$ cat config.mk
export PLATFORM = sky130hd
export DESIGN_NAME = pc_fetch_unit
export DESIGN_NICKNAME = d
export VERILOG_FILES = /design/src/rtl/cpu_pkg.sv /design/src/rtl/pc_fetch_unit_pc_next_sel.sv /design/src/rtl/pc_fetch_unit.sv
export SDC_FILE = /design/constraint.sdc
export NUM_CORES = 1
export LEC_CHECK = 0
export ABC_AREA = 1
export CAP_MARGIN = 20
export CORE_MARGIN = 4
export CORE_UTILIZATION = 40
export DETAILED_ROUTE_END_ITERATION = 7
export PLACE_DENSITY = 0.65
export RECOVER_POWER = 25
export SLEW_MARGIN = 10
export SYNTH_ARGS = -nofsm -noshare
export SYNTH_HDL_FRONTEND = slang
export SYNTH_HIERARCHICAL = 1
export SYNTH_SLANG_ARGS = --single-unit
$ cat constraint.sdc
create_clock -name clk -period 7.8 [get_ports clk]
set_clock_uncertainty 0.2 [all_clocks]
set_input_delay 1.95 -clock clk [delete_from_list [all_inputs] [get_ports clk]]
set_output_delay 1.95 -clock clk [all_outputs]
set_load 0.03 [all_outputs]
$ cat src/rtl/cpu_pkg.sv
`timescale 1ns/1ps
`default_nettype none
// ============================================================================
// Module   : cpu_pkg
// Brief    : Shared widths, constants and fetch-state encoding for the CPU.
// Revision : 1.0 - initial release
// ============================================================================
package cpu_pkg;

  localparam int              XLEN             = 32;
  localparam logic [XLEN-1:0] NOP_INSTR        = 32'h0000_0013;
  localparam logic [XLEN-1:0] RESET_PC_DEFAULT = 32'h0000_0000;
  localparam int              INSTR_BYTES      = 4;

  typedef enum logic [1:0] {
    S_BOOT    = 2'd0,
    S_FETCH   = 2'd1,
    S_HOLD    = 2'd2,
    S_DISCARD = 2'd3
  } fetch_state_e;

endpackage
`default_nettype wire

$ cat src/rtl/pc_fetch_unit_pc_next_sel.sv
`timescale 1ns/1ps
`default_nettype none
// ============================================================================
// Module   : pc_next_sel
// Brief    : Next-PC selector: word-aligned redirect target, pc+4, or hold.
// Revision : 1.0 - initial release
// ============================================================================
module pc_next_sel #(
  parameter int XLEN = 32
) (
  input  logic [XLEN-1:0] pc,
  input  logic            taken,
  input  logic            advance,
  input  logic [XLEN-1:0] target,
  output logic [XLEN-1:0] pc_next
);
  import cpu_pkg::*;

  logic [XLEN-1:0] w_target_aligned;

  // Low two target bits are forced to zero; a redirect always wins over advancing.
  assign w_target_aligned = target & ~XLEN'(3);

  always_comb begin
    pc_next = pc;
    if (taken) begin
      pc_next = w_target_aligned;
    end else if (advance) begin
      pc_next = pc + XLEN'(INSTR_BYTES);
    end
  end

endmodule
`default_nettype wire

$ cat src/rtl/pc_fetch_unit.sv
`timescale 1ns/1ps
`default_nettype none
// ============================================================================
// Module   : pc_fetch_unit
// Brief    : Owns the PC, fetches over req/ack, hands instructions to decode.
// Revision : 1.0 - initial release
// ============================================================================
module pc_fetch_unit #(
  parameter int              XLEN      = cpu_pkg::XLEN,
  parameter logic [XLEN-1:0] RESET_PC  = cpu_pkg::RESET_PC_DEFAULT,
  parameter logic [XLEN-1:0] NOP_INSTR = cpu_pkg::NOP_INSTR
) (
  input  logic            clk,
  input  logic            rst,
  output logic            imem_req,
  output logic [XLEN-1:0] imem_addr,
  input  logic            imem_ack,
  input  logic [XLEN-1:0] imem_rdata,
  output logic            out_valid,
  input  logic            out_ready,
  output logic [XLEN-1:0] out_pc,
  output logic [XLEN-1:0] out_instr,
  input  logic            branch,
  input  logic            zero_flag,
  input  logic [XLEN-1:0] pc_branch
);
  import cpu_pkg::*;

  fetch_state_e    r_state;
  logic [XLEN-1:0] r_pc;
  logic [XLEN-1:0] r_addr;
  logic [XLEN-1:0] r_out_pc;
  logic [XLEN-1:0] r_out_instr;
  logic            r_out_valid;

  logic            w_taken;
  logic            w_advance;
  logic [XLEN-1:0] w_pc_next;

  assign w_taken   = branch & zero_flag;
  // out_valid is always high in S_HOLD, so the handshake reduces to out_ready.
  assign w_advance = (r_state == S_HOLD) & out_ready;

  pc_next_sel #(
    .XLEN (XLEN)
  ) u_pc_next_sel (
    .pc      (r_pc),
    .taken   (w_taken),
    .advance (w_advance),
    .target  (pc_branch),
    .pc_next (w_pc_next)
  );

  always_ff @(posedge clk or posedge rst) begin
    if (rst) begin
      r_state     <= S_BOOT;
      r_pc        <= RESET_PC;
      r_addr      <= RESET_PC;
      r_out_valid <= 1'b0;
      r_out_pc    <= '0;
      r_out_instr <= NOP_INSTR;
    end else begin
      r_pc <= w_pc_next;
      case (r_state)
        S_BOOT: begin
          r_state <= S_FETCH;
          r_addr  <= w_pc_next;
        end
        S_FETCH: begin
          if (w_taken) begin
            // Without an ack the old request must be completed and dropped first.
            r_state <= imem_ack ? S_FETCH : S_DISCARD;
            if (imem_ack) begin
              r_addr <= w_pc_next;
            end
          end else if (imem_ack) begin
            r_state     <= S_HOLD;
            r_out_valid <= 1'b1;
            r_out_pc    <= r_pc;
            r_out_instr <= imem_rdata;
          end
        end
        S_HOLD: begin
          if (w_taken || out_ready) begin
            r_state     <= S_FETCH;
            r_out_valid <= 1'b0;
            r_addr      <= w_pc_next;
          end
        end
        S_DISCARD: begin
          if (imem_ack) begin
            r_state <= S_FETCH;
            r_addr  <= w_pc_next;
          end
        end
        default: begin
          r_state <= S_BOOT;
        end
      endcase
    end
  end

  assign imem_req  = (r_state == S_FETCH) || (r_state == S_DISCARD);
  assign imem_addr = r_addr;
  assign out_valid = r_out_valid;
  assign out_pc    = r_out_pc;
  assign out_instr = r_out_valid ? r_out_instr : NOP_INSTR;

endmodule
`default_nettype wire
; Word-level counts from Yosys, hierarchy flattened
; Cells that the tools add are included.
[totals]
register_bits = 131
wordCells = 44
output_inout_bits = 98
[classes]
n_bitwise = 3
n_eq_ne = 9
addsub = 1
muxes = 17
reduce_logical = 8
[ops]
columns = operator, n
row1 = $mux W32, 6
row2 = $pmux W32 S4, 1
row3 = $add A32 B3 Y32 const B, 1
row4 = $mux W2, 5
row5 = $ne A2 B2 Y1 const B, 4
row6 = $pmux W2 S4, 1
row7 = $reduce_and A3 Y1, 2
row8 = $eq A2 B2 Y1 const B, 2
row9 = $reduce_and A4 Y1, 1
row10 = $mux W1, 3
row11 = $ne A3 B3 Y1 const B, 1
row12 = $and A1 B1 Y1, 2
row13 = $eq A2 B1 Y1 const B, 1
row14 = $logic_not A2 Y1, 1
row15 = $logic_or A1 B1 Y1, 2
row16 = $ne A2 B1 Y1 const B, 1
row17 = $pmux W1 S2, 1
row18 = $reduce_and A2 Y1, 1
row19 = $reduce_bool A2 Y1, 1
row20 = $not A1 Y1, 1

; Depth between registers and ports, before layout
[depth]
ltp_word = 7
depth_mapped = 14
depth_no_buf = 14

; Modules after synthesis
; The synthesis kept the hierarchy.
[by_module_without_submodules]
columns = module, instances, seq_area_each_um2, area_each_um2, cells_per_inst
row1 = pc_fetch_unit, 1, 3281.9, 5263.8, 574
row2 = pc_next_sel, 1, 0.0, 1222.4, 259

; Worst setup path before layout
; OpenSTA, ideal clock, no wires.
[synth_path]
kind = in2reg
from = input port out_ready
to = register r_addr[26], in the netlist imem_addr[26]
path_stages = 13
slack_ps = 4300
n_path_buf = 0
t_required_ps = 7479
arrival_ps = 3179
cell_sequence = inv_1 > nor2_1 > nand2_2 > nor2_4 > nand2_4 > nor2_8 > nand3_2 > nand2_1 > nand3_1 > nand2_1 > inv_1 > nand3_1 > nand2_1
[synth_between]
elab_chain_len = 6
[synth_rtl]
columns = item, line_no
row1 = "start, declared", pc_fetch_unit.sv:20  ; input logic out_ready,
row2 = $and A1 B1 Y1 (*), pc_fetch_unit.sv:42  ; assign w_advance = (r_state == S_HOLD) & out_ready;
row3 = named net w_advance, pc_fetch_unit.sv:37  ; logic w_advance;
row4 = $mux W32 (*), pc_fetch_unit_pc_next_sel.sv:28  ; end else if (advance) begin
row5 = $mux W32 (*), pc_fetch_unit_pc_next_sel.sv:26  ; if (taken) begin
row6 = named net w_pc_next[26], pc_fetch_unit.sv:38  ; logic [XLEN-1:0] w_pc_next;
row7 = $mux W32, "pc_fetch_unit.sv:73, pc_fetch_unit.sv:91"
row8 = $mux W32, pc_fetch_unit.sv:70  ; if (w_taken) begin
row9 = $pmux W32 S4 (*), pc_fetch_unit.sv:64  ; case (r_state)
row10 = "end signal, assigned", pc_fetch_unit.sv:67  ; r_addr <= w_pc_next;
row11 = "end signal, assigned", pc_fetch_unit.sv:74  ; r_addr <= w_pc_next;
row12 = "end signal, assigned", pc_fetch_unit.sv:93  ; r_addr <= w_pc_next;
row13 = "end, declared", pc_fetch_unit.sv:31  ; logic [XLEN-1:0] r_addr;
; The timed path passes the listed nets; every way through them passes the cells marked *. The select of a mux whose other input is x is not followed.
; A chain may end at the register's enable or synchronous reset.

; Worst setup path in the final report
[layout_path]
from = input port branch
to = register r_out_pc[28], in the netlist out_pc[28]
[layout_between]
elab_chain_len = 3
[layout_rtl]
columns = item, line_no
row1 = "start, declared", pc_fetch_unit.sv:23  ; input logic branch,
row2 = $and A1 B1 Y1, pc_fetch_unit.sv:40  ; assign w_taken = branch & zero_flag;
row3 = $not A1 Y1 (no source line), --
row4 = $reduce_and A3 Y1 (no source line), --
row5 = "end signal, assigned", pc_fetch_unit.sv:79  ; r_out_pc <= r_pc;
row6 = "end, declared", pc_fetch_unit.sv:32  ; logic [XLEN-1:0] r_out_pc;
; No other way between the ends.

==> impl_metrics.tcl <==
set metrics [dict create \
    wire_per_inst_um 14.9 \
    ys_types 29 \
    min_period_over_period 0.674 \
    min_path_type "flop to flop" \
    avgSynthCellArea_um2 7.79 \
    final_hold_viol_count 0 \
    yosysTopAreaCell "dfrtp_1" \
    syn-cell-area_mm2 0.00649 \
    rows 46 \
    muxShareOfSynthArea 0 \
    powerDensity_mw_per_mm2 391 \
    cp_cell_sequence "dlygate4sd3_1 -> nand2_1 -> nand2_2 -> nor2_1 -> buf_4 -> nand2_1 -> nand2_1" \
    ant_nets 0 \
    cts_tree "done" \
    leakagePower_uw 0.00442 \
    firstDrtPassIters 5 \
    synth_fa_ha_area_frac 0.00193 \
    synth_xor_xnor_area_share 0.0122 \
    clock.fmax_mhz 190 \
    io_pins 168 \
    crit_fanout 36 \
    crit_end "out_pc[28]$_DFFE_PP0P_" \
    port-buffer-count 165 \
    ys_seq_elements 131 \
    violations "max-capacitance violations, max-slew violations" \
    rsz0062_at_grt "no" \
    chipWidth_um 135 \
    coreArea_mm2 0.0159 \
    synth.most_common_cell "nand2_1" \
    tns_ns 0 \
    overflow 0 \
    fin_crit_ns 5.26 \
    synthCells 833 \
    crit_slowest_cell "nor2_1" \
    cp.arrival_ns 5.41 \
    grt_pass1_vias 5765 \
    synth_top_family_by_area "simple AND/OR/NAND/NOR gates" \
    synth-compound-area-share 0.103 \
    grt_use_total 0.201 \
    whs_ns 0.288 \
    max-vdd-ir-drop_mv 0.217 \
    yosysSeqAreaShare 0.506 \
    cp.required_ns 7.95 \
    synthArstFlopShare 1.00 \
    final_util 0.556 \
    synthFlopType "dfrtp_1" \
    r2r_cells 6 \
    cpPeakStageDelay_ns 1.78 \
    crit_top_cell "nand2_1" \
    drcViolationCount 0 \
    area_delta_synth_final_pct 36.1 \
    grt_start_max_net_pins 72 \
    drv_slew 149 \
    clock-sinks 131 \
    drive_gt1_frac 0.0713 \
    drt_iter0_markers 401 \
    r2r-start "r_state[1]$_DFFE_PP0P_" \
    crit_type "input port to flop" \
    vias_per_cell 4.78 \
    antenna_found_initial 1 \
    cap_violations 3 \
    die_y_um 135 \
    multi_input_comb_area_mm2 0.00261 \
    placed_area_mm2 0.00826 \
    synthTopCellsByCount "283 x nand2_1, 128 x dfrtp_1, 99 x inv_1" \
    post-cts-setup-buffer-count 0 \
    hold_depth 2 \
    slew_headroom -1.10 \
    status "finished, violations left" \
    fin_nets 1054 \
    r2r_end "out_pc[28]$_DFFE_PP0P_" \
    wl_um 18100 \
    nFillCells 1501 \
    worst_slew_pin_slew_ns 3.13 \
    crit_start "branch" \
    hold_buffers 0 \
    synth-simple-area-share 0.286 \
    netlist.area_leader.share 0.494 \
    finalInstanceArea_mm2 0.00883 \
    cp-start-kind "input port" \
    clock_latency_ns 0.41 \
    initial_core_util 0.408 \
    clk_path_buf_depth 2 \
    via_count 5803 \
    grt_pass1_wl_um 29300 \
    reg2reg_slack_ns 4.40 \
    yosysWarnings 6 \
    path_clk_slew_ns 0.05 \
    endpoint_kind "flop" \
    synth_nets 904 \
    seq_area_mm2 0.00328 \
    htreeDepth 4 \
    dieArea_mm2 0.0183 \
    globalplace.congestion 0.870 \
    dp_hpwl_um 12000 \
    root_buffer "clkbuf_16" \
    cts_buffers 17 \
    finalSetupViolCount 0 \
    synth_edf_count 0 \
    cts_resized 0 \
    ys_top_cells_by_area "dfrtp_1 49%, nand2_1 16%, inv_1 5.7%" \
]
## cell usage in the layout (no fill, tap or decap), types with 5 or more instances in the layout
| cell type | n |
|---|---|
| nand3_1 | 71 |
| dfrtp_1 | 128 |
| nor2_1 | 41 |
| nand2_1 | 284 |
| xnor2_1 | 5 |
| buf_4 | 6 |
| clkdlybuf4s50_1 | 163 |
| o21bai_1 | 32 |
| clkbuf_16 | 17 |
| nand2_2 | 6 |
| nor2_4 | 6 |
| or2_2 | 6 |
| clkinv_2 | 7 |
| a21oi_1 | 7 |
| nand4_1 | 6 |
| o21ai_0 | 72 |
| inv_1 | 98 |
## metrics by stage
| stage | total power, uW | setup WS (ns) | instances |
|---|---|---|---|
| 6_report | 3450 | 2.54 | 1213 |
| 3_3_place_gp | 2690 | 3.24 | 1179 |
| 2_1_floorplan | 2050 | 2.16 | 833 |
| 4_1_cts | 3480 | 3.21 | 1211 |
| 5_1_grt | 3660 | 2.23 | 1212 |
| 3_5_place_dp | 2700 | 3.23 | 1179 |
## worst min-delay path by stage
stage | start | endpoint | slack (ns)
after global routing | r_pc[1]$_DFF_PP0_ | out_pc[1]$_DFFE_PP0P_ | 0.33
after floorplan | r_pc[0]$_DFF_PP0_ | out_pc[0]$_DFFE_PP0P_ | 0.25
after global placement | r_pc[1]$_DFF_PP0_ | out_pc[1]$_DFFE_PP0P_ | 0.26
after CTS | r_pc[0]$_DFF_PP0_ | out_pc[0]$_DFFE_PP0P_ | 0.29
after detailed placement | r_pc[0]$_DFF_PP0_ | out_pc[0]$_DFFE_PP0P_ | 0.28
final | r_pc[0]$_DFF_PP0_ | out_pc[0]$_DFFE_PP0P_ | 0.29
## kinds of logic (layout without fill, tap and decap cells)
logic type	Yosys count	count (layout)
AOI/OAI and AO/OA	117	117
xor gates and xnor gates	9	9
adders and majority gates	1	1
buffers and inverters	144	307
DFF	131	131
other	0	1
and+or+nand+nor	431	431
## flip-flops by register name, summed over array words and instances, names as in the netlist
name         flops
out_pc          32
imem_addr       32
r_state          2
out_valid        1
r_pc            32
r_out_instr     32
## critical path: cells and delay by family
kind / cells / cell delay, ns
simple gates: 5 / 2.31
buf+inv: 2 / 1.13
## final cells by class
cell class / count / area share
flip-flops and latches: 131 / 0.372
multi-input cells: 558 / 0.295
repair buffers: 173 / 0.194
clock buffers: 22 / 0.0548
inverters: 102 / 0.0435
well taps: 216 / 0.0306
clock inverters: 10 / 0.00921
diodes: 1 / 0.000283
## per-layer routing
| metal | share of wire | up-vias | GRT usage |
|---|---|---|---|
| met5 | 0.00072 | - | 0 |
| li1 | - | 2905 | - |
| met3 | 0.062 | 22 | 0.0561 |
| met4 | 0.012 | 2 | 0.0487 |
| met2 | 0.46 | 174 | 0.328 |
| met1 | 0.46 | 2700 | 0.268 |
## power breakdown
part	internal [uW]	leakage, uW	switching, uW
logic	614	0.00251	976
clock network	468	0.000285	292
registers	939	0.00163	159
No activity file was read; power rests on OpenSTA's default activity.
